**src/rtl/mips_pkg.sv**
```systemverilog
// mips_pkg: shared fetch-state type, word width and MIPS opcode/funct encodings
package mips_pkg;
  localparam int WORD_W = 32;
  typedef enum logic [1:0] {IDLE, REQ, HOLD, ERR} fetch_state_t;
  localparam logic [5:0] OP_RTYPE   = 6'h00;
  localparam logic [5:0] OP_J       = 6'h02;
  localparam logic [5:0] OP_JAL     = 6'h03;
  localparam logic [5:0] OP_BEQ     = 6'h04;
  localparam logic [5:0] OP_BNE     = 6'h05;
  localparam logic [5:0] OP_ADDI    = 6'h08;
  localparam logic [5:0] OP_LW      = 6'h23;
  localparam logic [5:0] OP_SW      = 6'h2B;
  localparam logic [5:0] FUNCT_JR   = 6'h08;
  localparam logic [5:0] FUNCT_ADD  = 6'h20;
  localparam logic [5:0] FUNCT_SUB  = 6'h22;
  localparam logic [5:0] FUNCT_AND  = 6'h24;
  localparam logic [5:0] FUNCT_OR   = 6'h25;
  localparam logic [5:0] FUNCT_SLT  = 6'h2A;
endpackage

```
**src/rtl/instr_fetch_if.sv**
```systemverilog
// instr_fetch_if: instruction-memory and decode-side bundle of the fetch unit
// master (fetch unit): drives imem_req/imem_addr, instr/instr_valid/pc_plus4, fetch_err
// slave (memory + decode/control): drives imem_ack/imem_rdata, decode_ready,
//   Jump/JumpReg/Branch/br_taken and rs_data
interface instr_fetch_if;
  import mips_pkg::*;
  logic              imem_req;
  logic [WORD_W-1:0] imem_addr;
  logic              imem_ack;
  logic [WORD_W-1:0] imem_rdata;
  logic [WORD_W-1:0] instr;
  logic              instr_valid;
  logic [WORD_W-1:0] pc_plus4;
  logic              decode_ready;
  logic              Jump;
  logic              JumpReg;
  logic              Branch;
  logic              br_taken;
  logic [WORD_W-1:0] rs_data;
  logic              fetch_err;
  modport master (
    output imem_req, imem_addr, instr, instr_valid, pc_plus4, fetch_err,
    input  imem_ack, imem_rdata, decode_ready, Jump, JumpReg, Branch, br_taken, rs_data
  );
  modport slave (
    input  imem_req, imem_addr, instr, instr_valid, pc_plus4, fetch_err,
    output imem_ack, imem_rdata, decode_ready, Jump, JumpReg, Branch, br_taken, rs_data
  );
endinterface

```
**src/rtl/instr_fetch_next_pc_calc.sv**
```systemverilog
// next_pc_calc: combinational next-PC select for jr / j / taken branch / sequential
// pcPlus4, instrIdx (instr[25:0]), rsData, jumpReg, jump, branch, brTaken -> nextPc
// All sums wrap modulo 2^32.
module next_pc_calc
  import mips_pkg::*;
(
  input  logic [WORD_W-1:0] pcPlus4,
  input  logic [25:0]       instrIdx,
  input  logic [WORD_W-1:0] rsData,
  input  logic              jumpReg,
  input  logic              jump,
  input  logic              branch,
  input  logic              brTaken,
  output logic [WORD_W-1:0] nextPc
);
  logic [WORD_W-1:0] jumpTarget, branchTarget;
  always_comb begin
    jumpTarget   = {pcPlus4[31:28], instrIdx, 2'b00};
    branchTarget = pcPlus4 + {{14{instrIdx[15]}}, instrIdx[15:0], 2'b00};
    nextPc = jumpReg ? rsData :
             jump ? jumpTarget :
             (branch && brTaken) ? branchTarget : pcPlus4;
  end
endmodule

```
**src/rtl/instr_fetch.sv**
```systemverilog
// instr_fetch: single-outstanding MIPS instruction fetch FSM (IDLE/REQ/HOLD/ERR)
// clk, reset (sync, active-high); bus: instr_fetch_if.master
// RESET_PC: word-aligned PC loaded on reset
// FETCH_ALIGN_CHECK_EN: when defined, a misaligned next-PC traps into ERR (sticky
//   fetch_err until reset); when undefined the low two target bits are cleared.
module instr_fetch
  import mips_pkg::*;
#(
  parameter logic [WORD_W-1:0] RESET_PC = 32'h0000_0000
) (
  input  logic         clk,
  input  logic         reset,
  instr_fetch_if.master bus
);
  fetch_state_t state, nextState;
  logic [WORD_W-1:0] pc, instrReg, pcPlus4Reg, nextPc, targetPc;
  logic accept, misaligned;
  next_pc_calc uNextPc (
    .pcPlus4 (pcPlus4Reg),
    .instrIdx(instrReg[25:0]),
    .rsData  (bus.rs_data),
    .jumpReg (bus.JumpReg),
    .jump    (bus.Jump),
    .branch  (bus.Branch),
    .brTaken (bus.br_taken),
    .nextPc  (nextPc)
  );
  assign accept = (state == HOLD) && bus.decode_ready;
`ifdef FETCH_ALIGN_CHECK_EN
  assign misaligned = |nextPc[1:0];
  assign targetPc   = nextPc;
`else
  assign misaligned = 1'b0;
  assign targetPc   = {nextPc[WORD_W-1:2], 2'b00};
`endif
  always_ff @(posedge clk) begin
    if (reset) state <= IDLE;
    else       state <= nextState;
  end
  always_comb begin
    nextState = state == IDLE ? REQ :
                state == REQ  ? (bus.imem_ack ? HOLD : REQ) :
                state == HOLD ? (!accept ? HOLD : misaligned ? ERR : REQ) :
                state;
  end
  // Datapath registers; ack is only meaningful while a read is outstanding (REQ).
  always_ff @(posedge clk) begin
    if (reset) begin
      pc         <= RESET_PC;
      instrReg   <= '0;
      pcPlus4Reg <= '0;
    end else begin
      if (state == REQ && bus.imem_ack) begin
        instrReg   <= bus.imem_rdata;
        pcPlus4Reg <= pc + 32'd4;
      end
      if (accept && !misaligned) pc <= targetPc;
    end
  end
  always_comb begin
    bus.imem_req    = state == REQ;
    bus.imem_addr   = state == REQ ? pc : '0;
    bus.instr_valid = state == HOLD;
    bus.instr       = instrReg;
    bus.pc_plus4    = pcPlus4Reg;
`ifdef FETCH_ALIGN_CHECK_EN
    bus.fetch_err   = state == ERR;
`else
    bus.fetch_err   = 1'b0;
`endif
  end
endmodule
```
**src/flat_wrapper.sv**
```systemverilog
// flat-port wrapper written by rule: the top's interface ports become plain ports
module instr_fetch_flat import mips_pkg::*;
#(
  parameter logic [WORD_W-1:0] RESET_PC = 32'h0000_0000
)
  (clk, reset, bus_imem_req, bus_imem_addr, bus_instr, bus_instr_valid, bus_pc_plus4, bus_fetch_err, bus_imem_ack, bus_imem_rdata, bus_decode_ready, bus_Jump, bus_JumpReg, bus_Branch, bus_br_taken, bus_rs_data);
  instr_fetch_if bus_i ();
  input  logic clk;
  input  logic reset;
  output wire logic [$bits(bus_i.imem_req)-1:0] bus_imem_req;
  output wire logic [$bits(bus_i.imem_addr)-1:0] bus_imem_addr;
  output wire logic [$bits(bus_i.instr)-1:0] bus_instr;
  output wire logic [$bits(bus_i.instr_valid)-1:0] bus_instr_valid;
  output wire logic [$bits(bus_i.pc_plus4)-1:0] bus_pc_plus4;
  output wire logic [$bits(bus_i.fetch_err)-1:0] bus_fetch_err;
  input wire logic [$bits(bus_i.imem_ack)-1:0] bus_imem_ack;
  input wire logic [$bits(bus_i.imem_rdata)-1:0] bus_imem_rdata;
  input wire logic [$bits(bus_i.decode_ready)-1:0] bus_decode_ready;
  input wire logic [$bits(bus_i.Jump)-1:0] bus_Jump;
  input wire logic [$bits(bus_i.JumpReg)-1:0] bus_JumpReg;
  input wire logic [$bits(bus_i.Branch)-1:0] bus_Branch;
  input wire logic [$bits(bus_i.br_taken)-1:0] bus_br_taken;
  input wire logic [$bits(bus_i.rs_data)-1:0] bus_rs_data;
  assign bus_imem_req = bus_i.imem_req;
  assign bus_imem_addr = bus_i.imem_addr;
  assign bus_instr = bus_i.instr;
  assign bus_instr_valid = bus_i.instr_valid;
  assign bus_pc_plus4 = bus_i.pc_plus4;
  assign bus_fetch_err = bus_i.fetch_err;
  assign bus_i.imem_ack = bus_imem_ack;
  assign bus_i.imem_rdata = bus_imem_rdata;
  assign bus_i.decode_ready = bus_decode_ready;
  assign bus_i.Jump = bus_Jump;
  assign bus_i.JumpReg = bus_JumpReg;
  assign bus_i.Branch = bus_Branch;
  assign bus_i.br_taken = bus_br_taken;
  assign bus_i.rs_data = bus_rs_data;
  instr_fetch #(.RESET_PC(RESET_PC)) u_core (.clk(clk), .reset(reset), .bus(bus_i));
endmodule
```
**config.mk**
```make
export PLATFORM = sky130hd
export DESIGN_NAME = instr_fetch_flat
export DESIGN_NICKNAME = d
export VERILOG_FILES = /design/src/rtl/mips_pkg.sv /design/src/rtl/instr_fetch_if.sv /design/src/rtl/instr_fetch_next_pc_calc.sv /design/src/rtl/instr_fetch.sv /design/src/flat_wrapper.sv
export SDC_FILE = /design/constraint.sdc
export NUM_CORES = 1
export LEC_CHECK = 0
export BUFFER_PORTS_ARGS = -buffer_cell sky130_fd_sc_hd__buf_2
export CORE_MARGIN = 2
export CORE_UTILIZATION = 58
export CTS_CLUSTER_SIZE = 30
export DETAILED_ROUTE_END_ITERATION = 8
export GPL_TIMING_DRIVEN = 0
export PLACE_DENSITY = 0.88
export SYNTH_ARGS = -nofsm -noshare
export SYNTH_HDL_FRONTEND = slang
export SYNTH_SLANG_ARGS = --single-unit
```
**constraint.sdc**
```tcl
create_clock -name clk -period 6.1 [get_ports clk]
set_input_delay 0.915 -clock clk [delete_from_list [all_inputs] [get_ports clk]]
set_output_delay 0.915 -clock clk [all_outputs]
set_load 0.05 [all_outputs]
```
==> run_results.csv <==
group,metric,value,unit
timing,finalHoldViolCount,0,
grt,grt_antenna_before_repair,0,
grt,grt_max_degree,22,
synth,synth_ff_type,"dfxtp_1",
timing,period_share,0.586,
critical_path,crit_top_cell,"a21oi_1",
flow_run,max_cap_violations,0,
placement,dp_slack,2.74,ns
clocking,cts_root_buf,"clkbuf_8",
die,die_w,109,um
clocking,cts_hold_buffers,0,
routing,drt_iter0_drc,847,
synth,yosys_warnings,0,
critical_path,crit_chain,"ha_1 > fa_1 > a211oi_2 > nor4_2 > a2111oi_4 > a21oi_1 > a41o_1 > o41ai_2 > o21ai_1 > xnor2_1 > a21oi_1",
timing,fmax,280,MHz
cells_and_area,areaGrowthSynthToFinish,19.4,%
die,start_util,0.590,
pwr,power_leakage,3.38,nW
cells_and_area,drive_gt1_frac,0.186,
timing,tns,0,ns
pwr,intPower,1.10,mW
synth,synth-compound-area-share,0.283,
routing,drt_wl_total,22700,um
critical_path,worstPathArrival,3.83,ns
pwr,clkPwrFrac,0.278,
cells_and_area,final_common_cell,"buf_2",
timing,setup_slack,2.53,ns
timing,rsz0062_at_grt,"false",
die,coreArea,10800,um^2
die,fp-row-count,38,
routing,vias,7361,
routing,ant_nets,0,
die,die_y,109,um
placement,gp_congestion,0.983,
clocking,cts_buffers,9,
pwr,p_per_area,240,nW/um^2
routing,drcViolationCount,0,
timing,holdWs,0.455,ns
die,fp.dieArea,11800,um^2
synth,synth_adder_area_share,0.0699,
grt,grtUsageTotal,0.384,
critical_path,path_class,"reg2reg",
cells_and_area,stdcell_area,7610,um^2
clocking,cts_buffer_depth,2,
synth,synthSimpleGateAreaFrac,0.234,
synth,netlist_instances,858,
clocking,path_clk_slew,0.10,ns
placement,portBuffers,162,
critical_path,max_stage_delay,0.48,ns
timing,clock_skew,0.0133,ns
synth,async_flop_share,0,
timing,min_period,3.57,ns
critical_path,start_kind,"flip-flop",
clocking,clk_latency,0.38,ns
grt,overflow,0,
synth,synth_area,6370,um^2
status,status,"completed",
pwr,comb_power_share,0.325,
synth,ys_seq_area_frac,0.295,
clocking,cts.sinks,94,
placement,hpwl,17200,um
routing,first_pass_iters,5,
timing,setup_violations,0,
cells_and_area,antenna_cells,0,
grt,grt_pass1_wl,34400,um
critical_path,endpoint_kind,"flip-flop",
placement,place_area,7370,um^2
synth,synth-edff-count,0,
timing,drv_slew,0,
worst_hold_path,worstHoldPathType,"reg2reg",
clocking,cts_setup_buffers,0,
pwr,p_sw,725,uW
pwr,pwr-share-seq,0.398,
critical_path,cp_max_fo,4,
cells_and_area,layout_common_cells,"buf_2 (162), nand2_1 (127), a21oi_1 (94), dfxtp_1 (94), nor2_1 (77)",
timing,max-slew-margin-rel,0.424,
pwr,switching_share,0.397,
synth,synth_seq_cells,94,
synth,muxShareOfSynthArea,0.0100,
routing,drt-wirelength-per-cell,19.2,um
routing,vias_per_cell,6.24,
critical_path,crit_slowest_cell,"a2111oi_4",
clocking,post_cts_resize_count,0,
synth,synth.distinct_cells,68,
grt,grt_pass1_vias,6583,
pwr,vdd_drop_max,0.162,mV
clocking,cts_max_level,3,
synth,synth_xor_area_frac,0.0618,
clocking,cts_tree,"yes",
cells_and_area,nets,1142,
timing,tightest_slew,0.863,ns
synth,avgSynthCellArea,7.43,um^2
pwr,power.total,1.83,mW
die,num_io_pins,171,
critical_path,required,6.35,ns
synth,synth_top_family_by_area,"compound AO/OA/AOI/OAI gates",
==> stage by stage <==
stage / std cells / utilization
floorplan: 862 / -
detailed placement: 1164 / 0.683
finish: 1179 / 0.705
CTS: 1179 / 0.705
global placement: 1164 / 0.683
global route: 1179 / 0.705
==> final cells by class <==
class / instances / area (um^2)
inverter: 13 / 48.8
tap: 140 / 175
clock buffer: 9 / 124
fill: 939 / 3180
timing repair buffer: 162 / 811
buffer: 59 / 240
clock inverter: 6 / 111
sequential: 94 / 1880
multi-input combinational: 696 / 4220
==> sequential cells by signal, indices dropped and copies added, names as in the netlist <==
register,count
u_core.state,2
u_core.bus.pc_plus4,30
u_core.bus.instr,32
u_core.pc,30
==> per-layer routing <==
| layer | vias to the layer above | routed length (um) | track usage |
|---|---|---|---|
| met1 | 3374 | 9110 | 0.510 |
| met2 | 492 | 10000 | 0.611 |
| met4 | 0 | 770 | 0.135 |
| li1 | 3421 | - | - |
| met3 | 74 | 2770 | 0.0891 |
| met5 | - | 0 | 0 |
==> kinds of logic after synthesis <==
| group | count (synthesis) |
|---|---|
| AOI/OAI and AO/OA | 283 |
| other | 1 |
| adders and majority gates | 35 |
| xor gates and xnor gates | 45 |
| and+or+nand+nor | 322 |
| muxes | 6 |
| DFF | 94 |
| buffers and inverters | 72 |
==> worst max-delay path: cells and delay by family, from the launching register on <==
family                   cells  cell delay (ns)
XOR/XNOR                     1             0.20
flip-flops                   1             0.37
AO/OA/AOI/OAI                7             2.05
adder cells (fa/ha/maj)      2             0.72
AND/OR/NAND/NOR              1             0.13
==> cell usage after synthesis (all sizes together), types with 2 or more instances <==
| master | count | area [um^2] |
|---|---|---|
| and2 | 38 | 238 |
| inv | 12 | 45.0 |
| xnor2 | 22 | 193 |
| o21bai | 8 | 60.1 |
| o21ai | 62 | 310 |
| o41ai | 2 | 25.0 |
| o21a | 6 | 45.0 |
| a2111oi | 3 | 46.3 |
| mux2 | 3 | 33.8 |
| nor4 | 3 | 25.0 |
| a21o | 18 | 135 |
| a21oi | 95 | 479 |
| xor2 | 23 | 201 |
| nor2 | 77 | 289 |
| nand4 | 6 | 37.5 |
| nand3 | 19 | 95.1 |
| o22ai | 3 | 18.8 |
| or3 | 11 | 68.8 |
| a31oi | 9 | 56.3 |
| a311oi | 5 | 43.8 |
| and3 | 13 | 81.3 |
| o211a | 3 | 30.0 |
| dfxtp | 94 | 1880 |
| nand2 | 127 | 477 |
| and4 | 3 | 26.3 |
| a41oi | 2 | 17.5 |
| mux2i | 3 | 30.0 |
| a221oi | 4 | 35.0 |
| clkbuf | 49 | 184 |
| nor3 | 10 | 50.1 |
| o311a | 2 | 20.0 |
| nor2b | 5 | 31.3 |
| buf | 10 | 56.3 |
| o211ai | 12 | 90.1 |
| nand2b | 5 | 31.3 |
| nor3b | 2 | 15.0 |
| ha | 34 | 425 |
| a211oi | 33 | 253 |
| o2111ai | 3 | 26.3 |
==> final timing paths <==
path / from / slack (ns) / cells after the start / endpoint
worst max-delay path: u_core.bus.pc_plus4[2]$_SDFFE_PP0P_ / 2.53 / 11 / u_core.pc[30]$_SDFFE_PP0P_
worst min-delay path: u_core.bus.instr[31]$_SDFFE_PP0P_ / 0.46 / 2 / u_core.bus.instr[31]$_SDFFE_PP0P_
worst max register to register: u_core.bus.pc_plus4[2]$_SDFFE_PP0P_ / 2.53 / 11 / u_core.pc[30]$_SDFFE_PP0P_
worst min register to register: u_core.bus.instr[31]$_SDFFE_PP0P_ / 0.46 / 2 / u_core.bus.instr[31]$_SDFFE_PP0P_
==> power by group through the flow <==
| stage | registers, mW | clock network, mW | logic, mW |
|---|---|---|---|
| after floorplan | 0.846 | 0 | 0.296 |
| after global placement | 0.736 | 0 | 0.570 |
| after detailed placement | 0.737 | 0 | 0.578 |
| after CTS | 0.723 | 0.502 | 0.582 |
| after global routing | 0.731 | 0.527 | 0.634 |
| final | 0.726 | 0.507 | 0.594 |
Power figures use the tool's default switching activity.
